### src/rtl/icache_if.sv
// Fetch-stage and memory-controller instruction-port signals of the icache.
// master: datapath/controller side; slave: the cache.
interface icache_if;
  logic        imemREN;
  logic [31:0] imemaddr;
  logic        ihit;
  logic [31:0] imemload;
  logic        iREN;
  logic [31:0] iaddr;
  logic        iwait;
  logic [31:0] iload;

  modport master (
    output imemREN, imemaddr, iwait, iload,
    input  ihit, imemload, iREN, iaddr
  );

  modport slave (
    input  imemREN, imemaddr, iwait, iload,
    output ihit, imemload, iREN, iaddr
  );
endinterface

### src/rtl/icache.sv
// Direct-mapped read-only instruction cache with a one-word fill per miss.
// Optional ICACHE_STATS_EN adds hit_count/miss_count outputs.
module icache #(
  parameter int unsigned SETS = 16
) (
  input  logic        CLK,
  input  logic        RST,
  icache_if.slave     bus
`ifdef ICACHE_STATS_EN
  ,
  output logic [31:0] hit_count,
  output logic [31:0] miss_count
`endif
);

  localparam int unsigned IDX_W = $clog2(SETS);
  localparam int unsigned TAG_W = 30 - IDX_W;

  typedef enum logic {IDLE, FILL} state_t;

  state_t                 r_state;
  logic                   r_iren;
  logic [31:0]            r_iaddr;
  logic [29:0]            r_miss_addr;
  logic [SETS-1:0]        r_valid;
  logic [TAG_W-1:0]       r_tag  [SETS];
  logic [31:0]            r_data [SETS];

  logic [IDX_W-1:0]       w_index;
  logic [TAG_W-1:0]       w_tag;
  logic                   w_match;
  logic                   w_miss;
  logic                   w_fill_done;
  logic [IDX_W-1:0]       w_fill_idx;
  logic [TAG_W-1:0]       w_fill_tag;
  logic                   w_unused_ok;

  assign w_index     = bus.imemaddr[IDX_W+1:2];
  assign w_tag       = bus.imemaddr[31:IDX_W+2];
  assign w_match     = r_valid[w_index] && (r_tag[w_index] == w_tag);
  assign w_miss      = (r_state == IDLE) && bus.imemREN && !w_match;
  assign w_fill_done = (r_state == FILL) && !bus.iwait;
  assign w_fill_idx  = r_miss_addr[IDX_W-1:0];
  assign w_fill_tag  = r_miss_addr[29:IDX_W];
  assign w_unused_ok = &{1'b0, bus.imemaddr[1:0]};

  assign bus.ihit     = (r_state == IDLE) && bus.imemREN && w_match;
  assign bus.imemload = w_match ? r_data[w_index] : 32'h0;
  assign bus.iREN     = r_iren;
  assign bus.iaddr    = r_iaddr;

  // Control FSM; iREN/iaddr come straight from flops so fill requests never see imemaddr glitches.
  always_ff @(posedge CLK or posedge RST) begin
    if (RST) begin
      r_state     <= IDLE;
      r_iren      <= 1'b0;
      r_iaddr     <= 32'h0;
      r_miss_addr <= 30'h0;
    end else begin
      case (r_state)
        IDLE: begin
          if (w_miss) begin
            r_state     <= FILL;
            r_miss_addr <= {w_tag, w_index};
            r_iren      <= 1'b1;
            r_iaddr     <= {w_tag, w_index, 2'b00};
          end
        end
        FILL: begin
          if (!bus.iwait) begin
            r_state <= IDLE;
            r_iren  <= 1'b0;
            r_iaddr <= 32'h0;
          end
        end
        default: begin
          r_state <= IDLE;
          r_iren  <= 1'b0;
          r_iaddr <= 32'h0;
        end
      endcase
    end
  end

  // Frame array; a fill overwrites its frame regardless of prior contents.
  always_ff @(posedge CLK or posedge RST) begin
    if (RST) begin
      r_valid <= '0;
      for (int unsigned s = 0; s < SETS; s++) begin
        r_tag[s]  <= '0;
        r_data[s] <= 32'h0;
      end
    end else if (w_fill_done) begin
      r_valid[w_fill_idx] <= 1'b1;
      r_tag[w_fill_idx]   <= w_fill_tag;
      r_data[w_fill_idx]  <= bus.iload;
    end
  end

`ifdef ICACHE_STATS_EN
  logic [31:0] r_hit_count;
  logic [31:0] r_miss_count;

  always_ff @(posedge CLK or posedge RST) begin
    if (RST) begin
      r_hit_count  <= 32'h0;
      r_miss_count <= 32'h0;
    end else begin
      if (bus.ihit) r_hit_count  <= r_hit_count + 32'd1;
      if (w_miss)   r_miss_count <= r_miss_count + 32'd1;
    end
  end

  assign hit_count  = r_hit_count;
  assign miss_count = r_miss_count;
`endif

endmodule

### src/flat_wrapper.sv
// flat-port wrapper written by rule: the top's interface ports become plain ports
module icache_flat 
#(
  parameter int unsigned SETS = 16
)
  (CLK, RST, bus_imemREN, bus_imemaddr, bus_iwait, bus_iload, bus_ihit, bus_imemload, bus_iREN, bus_iaddr);
  icache_if bus_i ();
  input  logic CLK;
  input  logic RST;
  input wire logic [$bits(bus_i.imemREN)-1:0] bus_imemREN;
  input wire logic [$bits(bus_i.imemaddr)-1:0] bus_imemaddr;
  input wire logic [$bits(bus_i.iwait)-1:0] bus_iwait;
  input wire logic [$bits(bus_i.iload)-1:0] bus_iload;
  output wire logic [$bits(bus_i.ihit)-1:0] bus_ihit;
  output wire logic [$bits(bus_i.imemload)-1:0] bus_imemload;
  output wire logic [$bits(bus_i.iREN)-1:0] bus_iREN;
  output wire logic [$bits(bus_i.iaddr)-1:0] bus_iaddr;
  assign bus_i.imemREN = bus_imemREN;
  assign bus_i.imemaddr = bus_imemaddr;
  assign bus_i.iwait = bus_iwait;
  assign bus_i.iload = bus_iload;
  assign bus_ihit = bus_i.ihit;
  assign bus_imemload = bus_i.imemload;
  assign bus_iREN = bus_i.iREN;
  assign bus_iaddr = bus_i.iaddr;
  icache #(.SETS(SETS)) u_core (.CLK(CLK), .RST(RST), .bus(bus_i));
endmodule
### config.mk
export PLATFORM = sky130hd
export DESIGN_NAME = icache_flat
export DESIGN_NICKNAME = d
export VERILOG_FILES = /design/src/rtl/icache_if.sv /design/src/rtl/icache.sv /design/src/flat_wrapper.sv
export SDC_FILE = /design/constraint.sdc
export NUM_CORES = 2
export LEC_CHECK = 0
export CORE_MARGIN = 2
export CORE_UTILIZATION = 50
export CTS_BUF_LIST = sky130_fd_sc_hd__clkbuf_2
export DETAILED_ROUTE_END_ITERATION = 8
export PLACE_DENSITY = 0.67
export SLEW_MARGIN = 20
export SYNTH_ARGS = -nofsm -noshare
export SYNTH_HDL_FRONTEND = slang
export SYNTH_SLANG_ARGS = --single-unit
### constraint.sdc
create_clock -name CLK -period 42.9 [get_ports CLK]
set_input_delay 6.435 -clock CLK [delete_from_list [all_inputs] [get_ports CLK]]
set_output_delay 6.435 -clock CLK [all_outputs]
set_load 0.01 [all_outputs]
# --- Yosys cells after proc, flatten, opt, wreduce, memory -nomap -nowiden ---
# Index checks and enable logic that the tools add are counted.
# Widths: inputs -> output; s select.
word_totals:
  ff_bits: 1008
  in_bits: 68
op_classes:
  n_lt_le_gt_ge: 6
  n_eq_ne: 3
  muxes: 26
  n_bitwise: 4
  reduce_logical: 11
ops:
  columns: ["op", "n"]
  rows:
  - ["$bwmux 512", 1]
  - ["$bwmux 416", 1]
  - ["$mux 32", 6]
  - ["$bmux 32 s4", 1]
  - ["$demux 32 s4", 1]
  - ["$bmux 26 s4", 1]
  - ["$demux 26 s4", 1]
  - ["$mux 26", 3]
  - ["$pmux 32 s2", 1]
  - ["$eq 26x26->1", 1]
  - ["$or 16x16->16", 1]
  - ["$ge 5x5->1 const B", 2]
  - ["$lt 4x5->1 const B", 2]
  - ["$not 4->5", 2]
  - ["$logic_and 1x1->1", 7]
  - ["$mux 1", 6]
  - ["$lt 5x1->1 const B", 1]
  - ["$bmux 1 s4", 1]
  - ["$demux 1 s4", 1]
  - ["$ge 4x1->1 const B", 1]
  - ["$pmux 1 s2", 2]
  - ["$reduce_and 2->1", 2]
  - ["$logic_not 1->1", 2]
  - ["$ne 2x1->1 const B", 1]
  - ["2 further kinds", 2]

# --- Logic depth before layout (Yosys ltp) ---
logic_depth:
  ltp_word: 10
  depth_mapped: 14
  depth_no_buf: 8

# --- Least setup slack after synthesis ---
# Ideal clock, no wire load.
synth_timing:
  path_kind: "input-to-output"
  from: "in bus_imemaddr[2]"
  to: "out bus_imemload[22]"
  t_arrival_ns: 9.222
  required_ns: 36.465
  slack_ns: 27.243
  path_stages: 9
  cell_sequence: "buf_6 -> buf_4 -> buf_4 -> buf_2 -> buf_2 -> buf_1 -> mux4_2 -> mux4_2 -> nor2b_1"
synth_between:
  elab_chain_len: 7
synth_rtl:
  columns: ["element", "line", "rtl"]
  rows:
  - ["start: declaration", "flat_wrapper.sv:11", "input wire logic [$bits(bus_i.imemaddr)-1:0] bus_imemaddr;"]
  - ["$not 4->5 (implied by the code)", "icache.sv:40, icache.sv:48", null]
  - ["$bmux 26 s4", "icache.sv:40", "assign w_match = r_valid[w_index] && (r_tag[w_index] == w_tag);"]
  - ["$mux 26 (implied by the code) (2 in a row)", "icache.sv:40", null]
  - ["$eq 26x26->1", "icache.sv:40", null]
  - ["$logic_and 1x1->1", "icache.sv:40", null]
  - ["$mux 32 *", "icache.sv:48", "assign bus.imemload = w_match ? r_data[w_index] : 32'h0;"]
  - ["end: declaration", "flat_wrapper.sv:15", "output wire logic [$bits(bus_i.imemload)-1:0] bus_imemload;"]
# Mark *: on every way between the ends. The rest lies on a longest branch, timed or not. The select of a mux whose other input is x is not followed.

# --- Worst setup path after layout ---
layout_timing:
  from: "in bus_imemaddr[2]"
  to: "out bus_imemload[15]"
# The elaborated chain is that of the path after synthesis.

==> summary.md <==
| Metric | Value |
|---|---|
| Synth Flop Type | `dfrtp_1` |
| TritonCTS buffer count | `approximately 280` |
| Setup Skew | `146 ps` |
| Crit Path Max Fanout | `54` |
| Clock Latency Late Sink | `1550 ps` |
| Fmax | `0.0531 GHz` |
| Clock buffer depth | `4` |
| Final antenna-violating net count | `0` |
| Cells after synthesis | `2,852` |
| Adder-cell share of the synthesized area | `0%` |
| Complex-gate fraction of the synthesized area | `1.21%` |
| Hold Vio Cnt, Final | `0` |
| Worst-Margin Slew | `1130 ps` |
| Setup_tns | `0 ps` |
| Setup violations, final | `0` |
| Layout cells sized above 1 | `52.4%` |
| Slew Limit Fails | `0` |
| Cell Chain, Critical Path | `buf_8 > buf_4 > buf_4 > buf_4 > mux4_2 > a22oi_1 > nand2_1 > xnor2_1 > nand4_1 > nor2_1 > nand4_1 > buf_4 > nor2b_1 > clkdlybuf4s50_1` |
| Port-buffer cells | `129` |
| RSZ-0062 raised after global routing | `false` |
| GRT Total Usage | `25.1%` |
| DP Wirelength | `62.3 mm` |
| DR DRC count | `0` |
| Mux contribution to synthesized area | `37.9%` |
| Worst-path clk slew | `100 ps` |
| Slew Limit Headroom | `24.4%` |
| CP max stage delay | `about 900 ps` |
| Element type at the critical path end | `output port` |
| Maximum vdd drop | `around 0.000028 V` |
| Leakage power | `23.0 nW` |
| Max Cap Viol | `0` |
| Netlist cell types | `50` |
| RePlAce Congestion | `0.759` |
| Initial antenna violation count | `10` |
| Reg2Reg Depth | `8` |
| FF+latch count, synth | `1,006` |
| Cell repeated most along the worst path | `buf_4` |
| Post-synth EDFFs | `0` |
| Syn. warnings | `0` |
| Xor/xnor cell area share of the yosys netlist | `0.483%` |
| Pin count of the biggest net entering global routing | `just over 200` |
| # resized after CTS | `0` |
| Period utilization | `43.9%` |
| Critical Path RT | `36,470 ps` |
| Simple-gate share of the synthesized area | `2.45%` |
| Worst hold path type | `flip-flop to flip-flop` |
| Status | `completed` |
| Syn-to-layout area delta | `10.1%` |
| Io pins | `between 100 and 150` |
| Flop2flop setup slack | `38,940 ps` |
| Syn Std Cell Area | `0.0454 sq mm` |
| Root buf cell | `clkbuf_2` |
| Reg-to-reg endpoint | `u_core.r_miss_addr[29]` |
| Clk sink count | `1,006` |
| Core area | `0.0900 sq mm` |
| CP Class | `input pin to output port` |
| CP startpoint kind | `input pin` |
| Wirelength per Cell | `25.9 um` |
| WL final | `between 100 and 150 mm` |
| Critical Path Sink | `bus_imemload[15]` |
| Crit path time final | `18,830 ps` |
| R2R Path Start | `u_core.r_tag[400]` |
| Pwr/cell area | `between 50 and 60 mW/mm^2` |
| Ys async rst share | `100%` |
| Die X | `about 310 um` |
| Vias per std cell | `around 6.0` |
| Critical path's slowest cell | `buf_4` |
| Overall power | `slightly below 3 mW` |
| Pre-antenna DRT Iters | `7` |
| Grt ovf | `0` |
| Initial Utilization | `50.4%` |
| First-pass GRT wire length | `177 mm` |
| Rows | `110` |
| Finished Cell Area | `0.0499 sq mm` |
| Seq/Total Area, Yosys | `55.5%` |
| Vias | `about 26,000` |
| Mean post-synth cell area | `15.9 sq um` |
| Critical Path Start | `bus_imemaddr[2]` |
| Crit path arrival time | `about 12,000 ps` |
| TritonCTS clock tree | `built` |
| Post-CTS Setup Bufs | `0` |
| H-tree Lvls | `5` |
| Die H | `approximately 310 um` |
| Initial DRC Count | `about 1,700` |
| Cts hold-fix bufs | `0` |
| Fin nets | `3,135` |
| Placed inst area | `0.0476 sq mm` |
| Die area | `0.0932 sq mm` |
| Vias in the first global route | `29,400` |
| Largest family of logic cells by synthesized area | `multiplexers` |
## area by class of cell
type	instances	area (sq um)
fill	7190	40100
sequential	1006	25200
multi-input combinational	1570	19200
clock buffer	406	2030
timing repair buffer	175	1720
tap	1176	1470
clock inverter	39	210
inverter	31	126
antenna	9	22.5
## through the flow
step | utilization (%) | setup WS, ps | hold WS [ps] | std cells
after floorplan | - | 8160 | 429 | 2853
after global placement | 52.9 | 23650 | 444 | 3957
after detailed placement | 52.9 | 23670 | 452 | 3957
after CTS | 55.4 | 23630 | 475 | 4402
after global routing | 55.5 | 23520 | 500 | 4412
final | 55.5 | 24070 | 476 | 4412
## worst min path at each step
stage                     cells past startpoint  slack, ps               from                end
final                                         1        480  u_core.r_valid[3]  u_core.r_valid[3]
after global routing                          1        500  u_core.r_valid[3]  u_core.r_valid[3]
after CTS                                     1        480  u_core.r_valid[3]  u_core.r_valid[3]
after detailed placement                      1        450  u_core.r_valid[5]  u_core.r_valid[5]
after global placement                        1        440  u_core.r_valid[2]  u_core.r_valid[2]
after floorplan                               1        430  u_core.r_valid[2]  u_core.r_valid[2]
## where the power goes
| group | total [mW] | internal (mW) | switching [mW] |
|---|---|---|---|
| clock | 0.645 | 0.260 | 0.385 |
| combinational | 0.752 | 0.499 | 0.253 |
| sequential | 1.55 | 1.33 | 0.215 |
## critical path, delay by kind of cell
kind / cells / cell delay (ps)
xor+xnor: 1 / 370
mux: 1 / 610
compound gates: 1 / 150
buf+inv: 6 / 3840
simple gates: 5 / 800
## placed cells by master, fill, tap and decap left out, types with 9 or more instances in the layout
| master | count |
|---|---|
| nand2_1 | 54 |
| dfrtp_1 | 1006 |
| o221ai_1 | 29 |
| buf_4 | 37 |
| xnor2_1 | 25 |
| mux2_1 | 29 |
| mux4_2 | 264 |
| inv_1 | 28 |
| nand2b_1 | 43 |
| nor2b_1 | 44 |
| a22oi_1 | 14 |
| nand2_4 | 9 |
| clkdlybuf4s50_1 | 125 |
| clkinv_1 | 25 |
| inv_2 | 10 |
| mux2i_1 | 43 |
| nand3_1 | 13 |
| diode_2 | 9 |
| clkbuf_2 | 406 |
| mux2_2 | 931 |
| nor2_1 | 13 |
## registers in the layout (all words and copies together) (netlist names)
register,count
u_core.r_data,512
u_core.r_tag,416
u_core.bus.iaddr,30
u_core.r_miss_addr,30
u_core.r_valid,16
u_core.bus.iREN,1
u_core.r_state,1
## kinds of logic after synthesis
kind of cell	count (synthesis)
buffers and inverters	277
DFF	1006
and+or+nand+nor	210
xor gates and xnor gates	25
muxes	1267
AOI/OAI and AO/OA	66
other	1
## synth_stat cells (all sizes together), types with 2 or more instances
library cell	n	area share [%]
or4	3	0.058
nand4	5	0.069
and2	3	0.041
and3	2	0.028
nor2	14	0.12
o221ai	29	0.56
buf	125	1.2
a21o	2	0.033
nand2	63	0.52
o31ai	2	0.044
o31a	2	0.039
dfrtp	1006	55
o211ai	2	0.033
nor4	3	0.041
inv	31	0.26
nand3	13	0.14
clkbuf	121	1.0
mux2	960	24
xnor2	25	0.48
mux2i	43	0.95
a221oi	3	0.058
a21oi	3	0.033
nor3	4	0.044
or2	7	0.097
a22oi	14	0.23
mux4	264	13
nor2b	47	0.65
nand2b	43	0.59
## layer usage
metal  share of wire [%]  wire, um  vias to the layer above  track usage (%)
met5               0.074        85                        -                0
met4                 1.8      2110                       12             7.64
met3                 5.7      6520                      190             5.91
met2                  50     56700                      761             41.1
met1                  43     48900                    14300             33.3
li1                    -         -                    11100                -
No activity file was read; power rests on OpenSTA's default activity.
